`config.mk`:
```
export PLATFORM = sky130hd
export DESIGN_NAME = if_fetch_stage
export DESIGN_NICKNAME = d
export VERILOG_FILES = /design/src/rtl/if_fetch_stage.sv
export SDC_FILE = /design/constraint.sdc
export NUM_CORES = 1
export LEC_CHECK = 0
export CAP_MARGIN = 20
export CORE_ASPECT_RATIO = 0.8
export CORE_MARGIN = 10
export CORE_UTILIZATION = 54
export DETAILED_ROUTE_END_ITERATION = 16
export MAX_ROUTING_LAYER = met4
export PLACE_DENSITY = 0.95
export RECOVER_POWER = 50
export SYNTH_ARGS = -nofsm -noshare
export SYNTH_HDL_FRONTEND = slang
export SYNTH_SLANG_ARGS = --single-unit
```
`constraint.sdc`:
```
create_clock -name clk -period 8.28 [get_ports clk]
set_clock_uncertainty 0.1 [all_clocks]
set_input_delay 0.828 -clock clk [delete_from_list [all_inputs] [get_ports clk]]
set_output_delay 0.828 -clock clk [all_outputs]
set_load 0.02 [all_outputs]
```
`src/rtl/if_fetch_stage.sv`:
```
// Instruction-fetch stage: owns the PC and the IF/ID register, fetches one instruction
// at a time over a req/gnt/rvalid interface, and redirects on a taken branch.
module if_fetch_stage #(
  parameter int                XLEN      = 64,
  parameter logic [XLEN-1:0]   RESET_PC  = '0,
  parameter logic [31:0]       NOP_INSTR = 32'h00000013
) (
  input  logic            clk,
  input  logic            reset,
  input  logic            PC_Write,
  input  logic            IF_ID_Write,
  input  logic            flush,
  input  logic [XLEN-1:0] branch_target,
  output logic            imem_req,
  output logic [XLEN-1:0] imem_addr,
  input  logic            imem_gnt,
  input  logic            imem_rvalid,
  input  logic [31:0]     imem_rdata,
  output logic [XLEN-1:0] IF_ID_pc,
  output logic [31:0]     IF_ID_instr,
  output logic            IF_ID_valid
);

  typedef enum logic [1:0] {S_FETCH, S_WAIT, S_HOLD, S_KILL} state_t;

  state_t            state_q, state_d;
  logic [XLEN-1:0]   pc_q, pc_d;
  logic [XLEN-1:0]   if_pc_q, if_pc_d;
  logic [31:0]       if_instr_q, if_instr_d;
  logic              if_valid_q, if_valid_d;
  logic [XLEN-1:0]   buf_pc_q, buf_pc_d;
  logic [31:0]       buf_instr_q, buf_instr_d;

  logic              adv;
  logic [XLEN-1:0]   pc_plus4;
  logic [XLEN-1:0]   target_aligned;
  logic              unused_target_lsbs;

  assign adv                = PC_Write & IF_ID_Write;
  assign pc_plus4           = pc_q + {{(XLEN-3){1'b0}}, 3'd4};
  assign target_aligned     = {branch_target[XLEN-1:2], 2'b00};
  assign unused_target_lsbs = ^branch_target[1:0];

  assign imem_req    = (state_q == S_FETCH) & ~flush & ~reset;
  assign imem_addr   = pc_q;
  assign IF_ID_pc    = if_pc_q;
  assign IF_ID_instr = if_instr_q;
  assign IF_ID_valid = if_valid_q;

  always_comb begin
    state_d     = state_q;
    pc_d        = pc_q;
    if_pc_d     = if_pc_q;
    if_instr_d  = if_instr_q;
    if_valid_d  = if_valid_q;
    buf_pc_d    = buf_pc_q;
    buf_instr_d = buf_instr_q;

    if (flush) begin
      if_pc_d     = '0;
      if_instr_d  = NOP_INSTR;
      if_valid_d  = 1'b0;
      pc_d        = target_aligned;
      buf_pc_d    = '0;
      buf_instr_d = NOP_INSTR;
      // A granted fetch still owes us a response; it must be swallowed in KILL.
      unique case (state_q)
        S_WAIT:  state_d = S_KILL;
        S_KILL:  state_d = imem_rvalid ? S_FETCH : S_KILL;
        default: state_d = S_FETCH;
      endcase
    end else begin
      if (adv) begin
        if_pc_d    = pc_q;
        if_instr_d = NOP_INSTR;
        if_valid_d = 1'b0;
      end
      unique case (state_q)
        S_FETCH: begin
          if (imem_gnt) state_d = S_WAIT;
        end
        S_WAIT: begin
          if (imem_rvalid) begin
            if (adv) begin
              if_pc_d    = pc_q;
              if_instr_d = imem_rdata;
              if_valid_d = 1'b1;
              pc_d       = pc_plus4;
              state_d    = S_FETCH;
            end else begin
              buf_pc_d    = pc_q;
              buf_instr_d = imem_rdata;
              state_d     = S_HOLD;
            end
          end
        end
        S_HOLD: begin
          if (adv) begin
            if_pc_d    = buf_pc_q;
            if_instr_d = buf_instr_q;
            if_valid_d = 1'b1;
            pc_d       = pc_plus4;
            state_d    = S_FETCH;
          end
        end
        S_KILL: begin
          if (imem_rvalid) state_d = S_FETCH;
        end
      endcase
    end
  end

  always_ff @(posedge clk) begin
    if (reset) begin
      state_q     <= S_FETCH;
      pc_q        <= RESET_PC;
      if_pc_q     <= '0;
      if_instr_q  <= NOP_INSTR;
      if_valid_q  <= 1'b0;
      buf_pc_q    <= '0;
      buf_instr_q <= NOP_INSTR;
    end else begin
      state_q     <= state_d;
      pc_q        <= pc_d;
      if_pc_q     <= if_pc_d;
      if_instr_q  <= if_instr_d;
      if_valid_q  <= if_valid_d;
      buf_pc_q    <= buf_pc_d;
      buf_instr_q <= buf_instr_d;
    end
  end

endmodule

```
==> flow_metrics.env, run 1 <==
export IMPL_status="complete, but fails checks"
export IMPL_violations="capacitance limit, slew limit"
export IMPL_areaGrowthSynthToFinish_pct=31.9
export IMPL_ant_nets=0
export IMPL_seq_area_um2=5100
export IMPL_core_area_um2=20600
export IMPL_initial_core_util_pct=54.5
export IMPL_synth_edf_count=0
export IMPL_synth_warnings=0
export IMPL_drive_gt1_share_pct=4.90
export IMPL_dr_pass1_iters=6
export IMPL_wirelength_um=39200
export IMPL_synth_top_area_share_pct=45.5
export IMPL_syn_cell_area_um2=11200
export IMPL_crit_type="in2reg"
export IMPL_layout_cells_non_filler=1885
export IMPL_htree_num_levels=1
export IMPL_grt_pass1_vias=11188
export IMPL_ios=265
export IMPL_clock_sinks=255
export IMPL_grt_overflow=0
export IMPL_ys_top_cells_by_count="255 x dfxtp_1, 231 x nand2_1, 189 x a21oi_1"
export IMPL_dieArea_um2=27000
export IMPL_final_min_clock_period_ns=5.53
export IMPL_max_freq_mhz=181
export IMPL_synth_cell_types=57
export IMPL_synthTopCellsByArea="dfxtp_1 46%, a21oi_1 8.4%, nand2_1 7.7%"
export IMPL_io_buffers=260
export IMPL_power_leakage_nw=5.29
export IMPL_grt_max_degree=109
export IMPL_holdBufCountCts=0
export IMPL_post_route_period_util_pct=66.8
export IMPL_clk_latency_ns=0.55
export IMPL_synth_ff_type="dfxtp_1"
export IMPL_cts_tree="built"
export IMPL_worst_slew_margin_rel_pct=-29.5
export IMPL_yosysMostFrequentCell="dfxtp_1"
export IMPL_path_max_fanout=46
export IMPL_maxCapViolCount=2
export IMPL_clk_path_buf_depth=3
export IMPL_n_fill_cell=1488
export IMPL_postCtsSetupBuffers=0
export IMPL_tightest_slew_ns=1.93
export IMPL_numCtsBuffers=26
export IMPL_hold_viol=0
export IMPL_synth_seq_cells=255
export IMPL_synthCells=1418
export IMPL_drt_iter0_markers=1543
export IMPL_slew_viol_final=76
export IMPL_async_reset_ff_share_pct=0
export IMPL_remaining_drc_errors=0
export IMPL_gp_congestion=0.921
export IMPL_vias=11906
export IMPL_synth_seq_area_share_pct=45.5
export IMPL_dpl_cell_count=1831
export IMPL_yosysTopAreaCell="dfxtp_1"
export IMPL_die_w_um=181
export IMPL_wl_per_cell_um=20.8
export IMPL_setup_tns_ns=0
export IMPL_cts_root_buf="clkbuf_16"
export IMPL_end_kind="flip-flop"
export IMPL_layout_nets=1702
export IMPL_power_density_nw_per_um2=204
export IMPL_antenna_found_initial=3
export IMPL_dp_hpwl_um=25400
export IMPL_rows=47
export IMPL_die_h_um=149
export IMPL_vdd_drop_max_mv=0.161
export IMPL_worst_ep_required_time_ns=8.63
export IMPL_hp_class="reg2reg"
export IMPL_setup_viol=0
export IMPL_ctsResizeCount=0
export IMPL_multiInputGateArea_um2=5600
export IMPL_avgViaCountPerCell=6.32
export IMPL_clk_pin_slew_ns=0.07
export IMPL_postSynthAreaPerCell_um2=7.91
export IMPL_grt_pass1_wl_um=61400
export IMPL_start_kind="input pin"
export IMPL_grt_total_usage_pct=28.0
export IMPL_grt_setup_unrepaired="no"
export IMPL_cp_data_arrival_time_ns=5.88
-- flip-flops by register name (all words and copies together) (netlist names) --
signal,cells
IF_ID_pc,64
buf_pc_q,62
imem_addr,62
IF_ID_instr,32
buf_instr_q,32
state_q,2
IF_ID_valid,1
-- power by group --
group / switching (W) / internal, W / total, W
Combinational: 0.000246 / 0.000156 / 0.000402
Clock: 0.000514 / 0.000777 / 0.00129
Sequential: 0.0000619 / 0.00127 / 0.00133
Total: 0.000821 / 0.00220 / 0.00302
-- kinds of logic after synthesis --
logic type,count (synthesis),share of synthesized area (%)
mux,12,1.12
simple gates,531,21.6
fa+ha+maj,6,0.669
buf+inv,142,4.96
xor+xnor,28,2.19
compound gates,443,23.9
other cells,1,0.0334
flops,255,45.5
-- critical path, cell delays in order --
cell and delay (ns):
dlygate4sd3_1 0.53, clkbuf_1 0.58, nor2_1 1.68, clkbuf_1 1.46
o21ai_0 0.44, a21oi_1 0.33
-- area by class of cell --
type | count | area share (%)
antenna | 3 | 0.0507
multi-input combinational | 1022 | 37.8
tap | 269 | 2.27
clock buffer | 34 | 5.15
sequential | 255 | 34.5
inverter | 11 | 0.287
timing repair buffer | 277 | 18.6
clock inverter | 14 | 1.30
-- cells in the final DEF (no fill, tap or decap), drive strengths merged, types with 4 or more instances in the layout --
cell	netlist	layout
dfxtp	255	255
nand2	231	231
a21oi	189	189
dlygate4sd3	0	155
nor2	125	125
clkdlybuf4s50	0	104
a22oi	92	92
o21ai	88	88
nand4	43	43
clkbuf	116	38
nand3	33	33
a211oi	27	27
nor4	21	21
a311oi	16	16
nor3	15	15
and3	14	14
xor2	14	14
xnor2	14	14
buf	15	14
inv	11	11
mux2i	11	11
or3	10	10
or4	10	10
o31ai	9	9
and2	9	9
and4	7	7
clkinv	0	7
ha	6	6
bufinv	0	4
-- metrics by stage --
stage	utilization [%]	hold slack [ns]	instance area (um^2)	worst slack (ns)	total power, W
floorplan	-	0.336	11200	5.25	0.00156
global placement	67.0	0.342	13800	4.30	0.00174
detailed placement	67.1	0.346	13800	4.31	0.00175
CTS	71.8	0.355	14800	4.30	0.00303
global route	71.9	0.369	14800	2.46	0.00311
finish	71.9	0.354	14800	2.75	0.00302
-- metal layers --
metal	wire (um)	GRT usage, %	part of all wire, %	vias to the layer above
met5	0	-	0	-
met4	1490	10.6	3.8	0
met3	4160	7.35	11	111
met2	18200	43.5	46	711
met1	15300	34.4	39	5643
li1	-	-	-	5441
-- final timing paths --
path,start,to,slack (ns),depth (start not counted)
min reg2reg,buf_pc_q[61],buf_pc_q[61],0.35,2
min,buf_pc_q[61],buf_pc_q[61],0.35,2
max reg2reg,state_q[0],imem_addr[40],4.70,8
max,flush,IF_ID_pc[6],2.75,6
No activity file was read; power rests on OpenSTA's default activity.
==> run 2: changes to the inputs <==
--- a/config.mk
+++ b/config.mk
@@ -8,10 +8,10 @@
 export CAP_MARGIN = 20
 export CORE_ASPECT_RATIO = 0.8
 export CORE_MARGIN = 10
-export CORE_UTILIZATION = 54
+export CORE_UTILIZATION = 45
 export DETAILED_ROUTE_END_ITERATION = 16
 export MAX_ROUTING_LAYER = met4
-export PLACE_DENSITY = 0.95
+export PLACE_DENSITY = 0.87
 export RECOVER_POWER = 50
 export SYNTH_ARGS = -nofsm -noshare
 export SYNTH_HDL_FRONTEND = slang
==> constraint.sdc (replaced) <==
create_clock -name clk -period 4.8 [get_ports clk]
set_clock_uncertainty 0.1 [all_clocks]
set_input_delay 0.48 -clock clk [delete_from_list [all_inputs] [get_ports clk]]
set_output_delay 0.48 -clock clk [all_outputs]
set_load 0.02 [all_outputs]
==> run 2 against run 1 <==
  * The run still ends with capacitance limit, slew limit left
  * Cell count is 2.9% higher
  * Power is 72% higher
  * Wire length is 0.85% higher
  * Critical path type is now reg2reg
==> flow_metrics.env, run 2 (same netlist as run 1, synthesis figures left out) <==
export IMPL_status="complete, but fails checks"
export IMPL_violations="capacitance limit, slew limit"
export IMPL_tightest_slew_ns=2.15
export IMPL_worst_slew_margin_rel_pct=-43.6
export IMPL_clk_path_buf_depth=3
export IMPL_antenna_found_initial=5
export IMPL_htree_num_levels=1
export IMPL_cts_root_buf="clkbuf_16"
export IMPL_mostFrequentLayoutCells="255 x dfxtp_1, 229 x nand2_1, 189 x a21oi_1, 161 x dlygate4sd3_1, 123 x nor2_1"
export IMPL_hp_class="reg2reg"
export IMPL_die_h_um=161
export IMPL_core_area_um2=24400
export IMPL_initial_core_util_pct=45.9
export IMPL_numCtsBuffers=27
export IMPL_grt_overflow=0
export IMPL_grt_max_degree=109
export IMPL_power_density_nw_per_um2=348
export IMPL_start_kind="flip-flop"
export IMPL_grt_pass1_vias=11210
export IMPL_post_place_ws_ns=1.17
export IMPL_io_buffers=260
export IMPL_setup_viol=0
export IMPL_ios=265
export IMPL_crit_type="reg2reg"
export IMPL_setup_tns_ns=0
export IMPL_post_route_period_util_pct=79.6
export IMPL_end_kind="flip-flop"
export IMPL_cp_data_arrival_time_ns=4.17
export IMPL_wl_per_cell_um=20.4
export IMPL_ctsResizeCount=0
export IMPL_die_w_um=197
export IMPL_slew_viol_final=176
export IMPL_drive_gt1_share_pct=4.95
export IMPL_wirelength_um=39500
export IMPL_drt_iter0_markers=1044
export IMPL_vdd_drop_max_mv=0.355
export IMPL_gp_congestion=0.924
export IMPL_fin_util_pct=61.0
export IMPL_remaining_drc_errors=0
export IMPL_clock_sinks=255
export IMPL_power_leakage_nw=5.33
export IMPL_setup_slack_ns=0.978
export IMPL_dr_pass1_iters=7
export IMPL_areaGrowthSynthToFinish_pct=32.9
export IMPL_dp_hpwl_um=26400
export IMPL_vias=11618
export IMPL_dieArea_um2=31700
export IMPL_hold_viol=0
export IMPL_postCtsSetupBuffers=0
export IMPL_n_fill_cell=2086
export IMPL_max_freq_mhz=262
export IMPL_grt_total_usage_pct=24.4
export IMPL_clk_pin_slew_ns=0.06
export IMPL_final_min_clock_period_ns=3.82
export IMPL_avgViaCountPerCell=5.99
export IMPL_cts_tree="built"
export IMPL_maxCapViolCount=3
export IMPL_worst_ep_required_time_ns=5.15
export IMPL_final_common_cell="dfxtp_1"
export IMPL_layout_nets=1708
export IMPL_rows=51
export IMPL_grt_pass1_wl_um=62800
export IMPL_ant_nets=0
export IMPL_holdBufCountCts=0
export IMPL_clk_latency_ns=0.53
export IMPL_grt_setup_unrepaired="no"
export IMPL_largest_reg_flops=64
export IMPL_path_max_fanout=37
==> run 2: final timing paths <==
check	slack, ns	end	depth (start not counted)	from
max	0.98	IF_ID_instr[23]	9	state_q[0]
max reg2reg	0.98	IF_ID_instr[23]	9	state_q[0]
min reg2reg	0.35	buf_pc_q[43]	2	buf_pc_q[43]
min	0.35	buf_pc_q[43]	2	buf_pc_q[43]
==> run 2: cell type report <==
cell class | count | area [um^2] | share of cell area (%)
clock buffers | 34 | 722 | 4.84
clock inverters | 13 | 194 | 1.30
inverters | 11 | 42.5 | 0.285
diodes | 5 | 12.5 | 0.0840
flip-flops and latches | 255 | 5100 | 34.3
repair buffers | 282 | 2820 | 18.9
multi-input cells | 1022 | 5610 | 37.6
well taps | 318 | 398 | 2.67
==> run 2: critical path, stage by stage, from the launching register on <==
cell,delay (ns)
dfxtp_1,0.36
inv_1,0.12
ha_1,0.20
buf_4,0.39
and2_0,1.38
nor2_1,0.22
nor2_2,0.54
buf_16,0.24
a21oi_1,0.08
nor2_1,0.11
==> run 2: report_power, final <==
| group | internal, W | switching [W] | total [W] |
|---|---|---|---|
| sequential | 0.00218 | 0.000106 | 0.00229 |
| combinational | 0.000282 | 0.000422 | 0.000704 |
| clock | 0.00133 | 0.000865 | 0.00219 |
| total | 0.00379 | 0.00139 | 0.00519 |
==> run 2: layer usage <==
layer | share of wire, % | track usage [%] | wire (um) | vias to the layer above
li1 | - | - | - | 5446
met1 | 41 | 31.2 | 16100 | 5474
met4 | 3.1 | 7.93 | 1220 | 0
met5 | 0 | - | 0 | -
met2 | 46 | 37.1 | 18000 | 617
met3 | 11 | 6.33 | 4210 | 81
==> run 2: stage by stage <==
stage                     area, um^2  hold WS (ns)  std cells  power, W
after floorplan                11200         0.336       1419   0.00269
after global placement         13900         0.341       1883   0.00301
after detailed placement       13900         0.347       1884   0.00303
after CTS                      14800         0.325       1931   0.00521
after global routing           14900         0.371       1940   0.00536
final                          14900         0.354       1940   0.00519
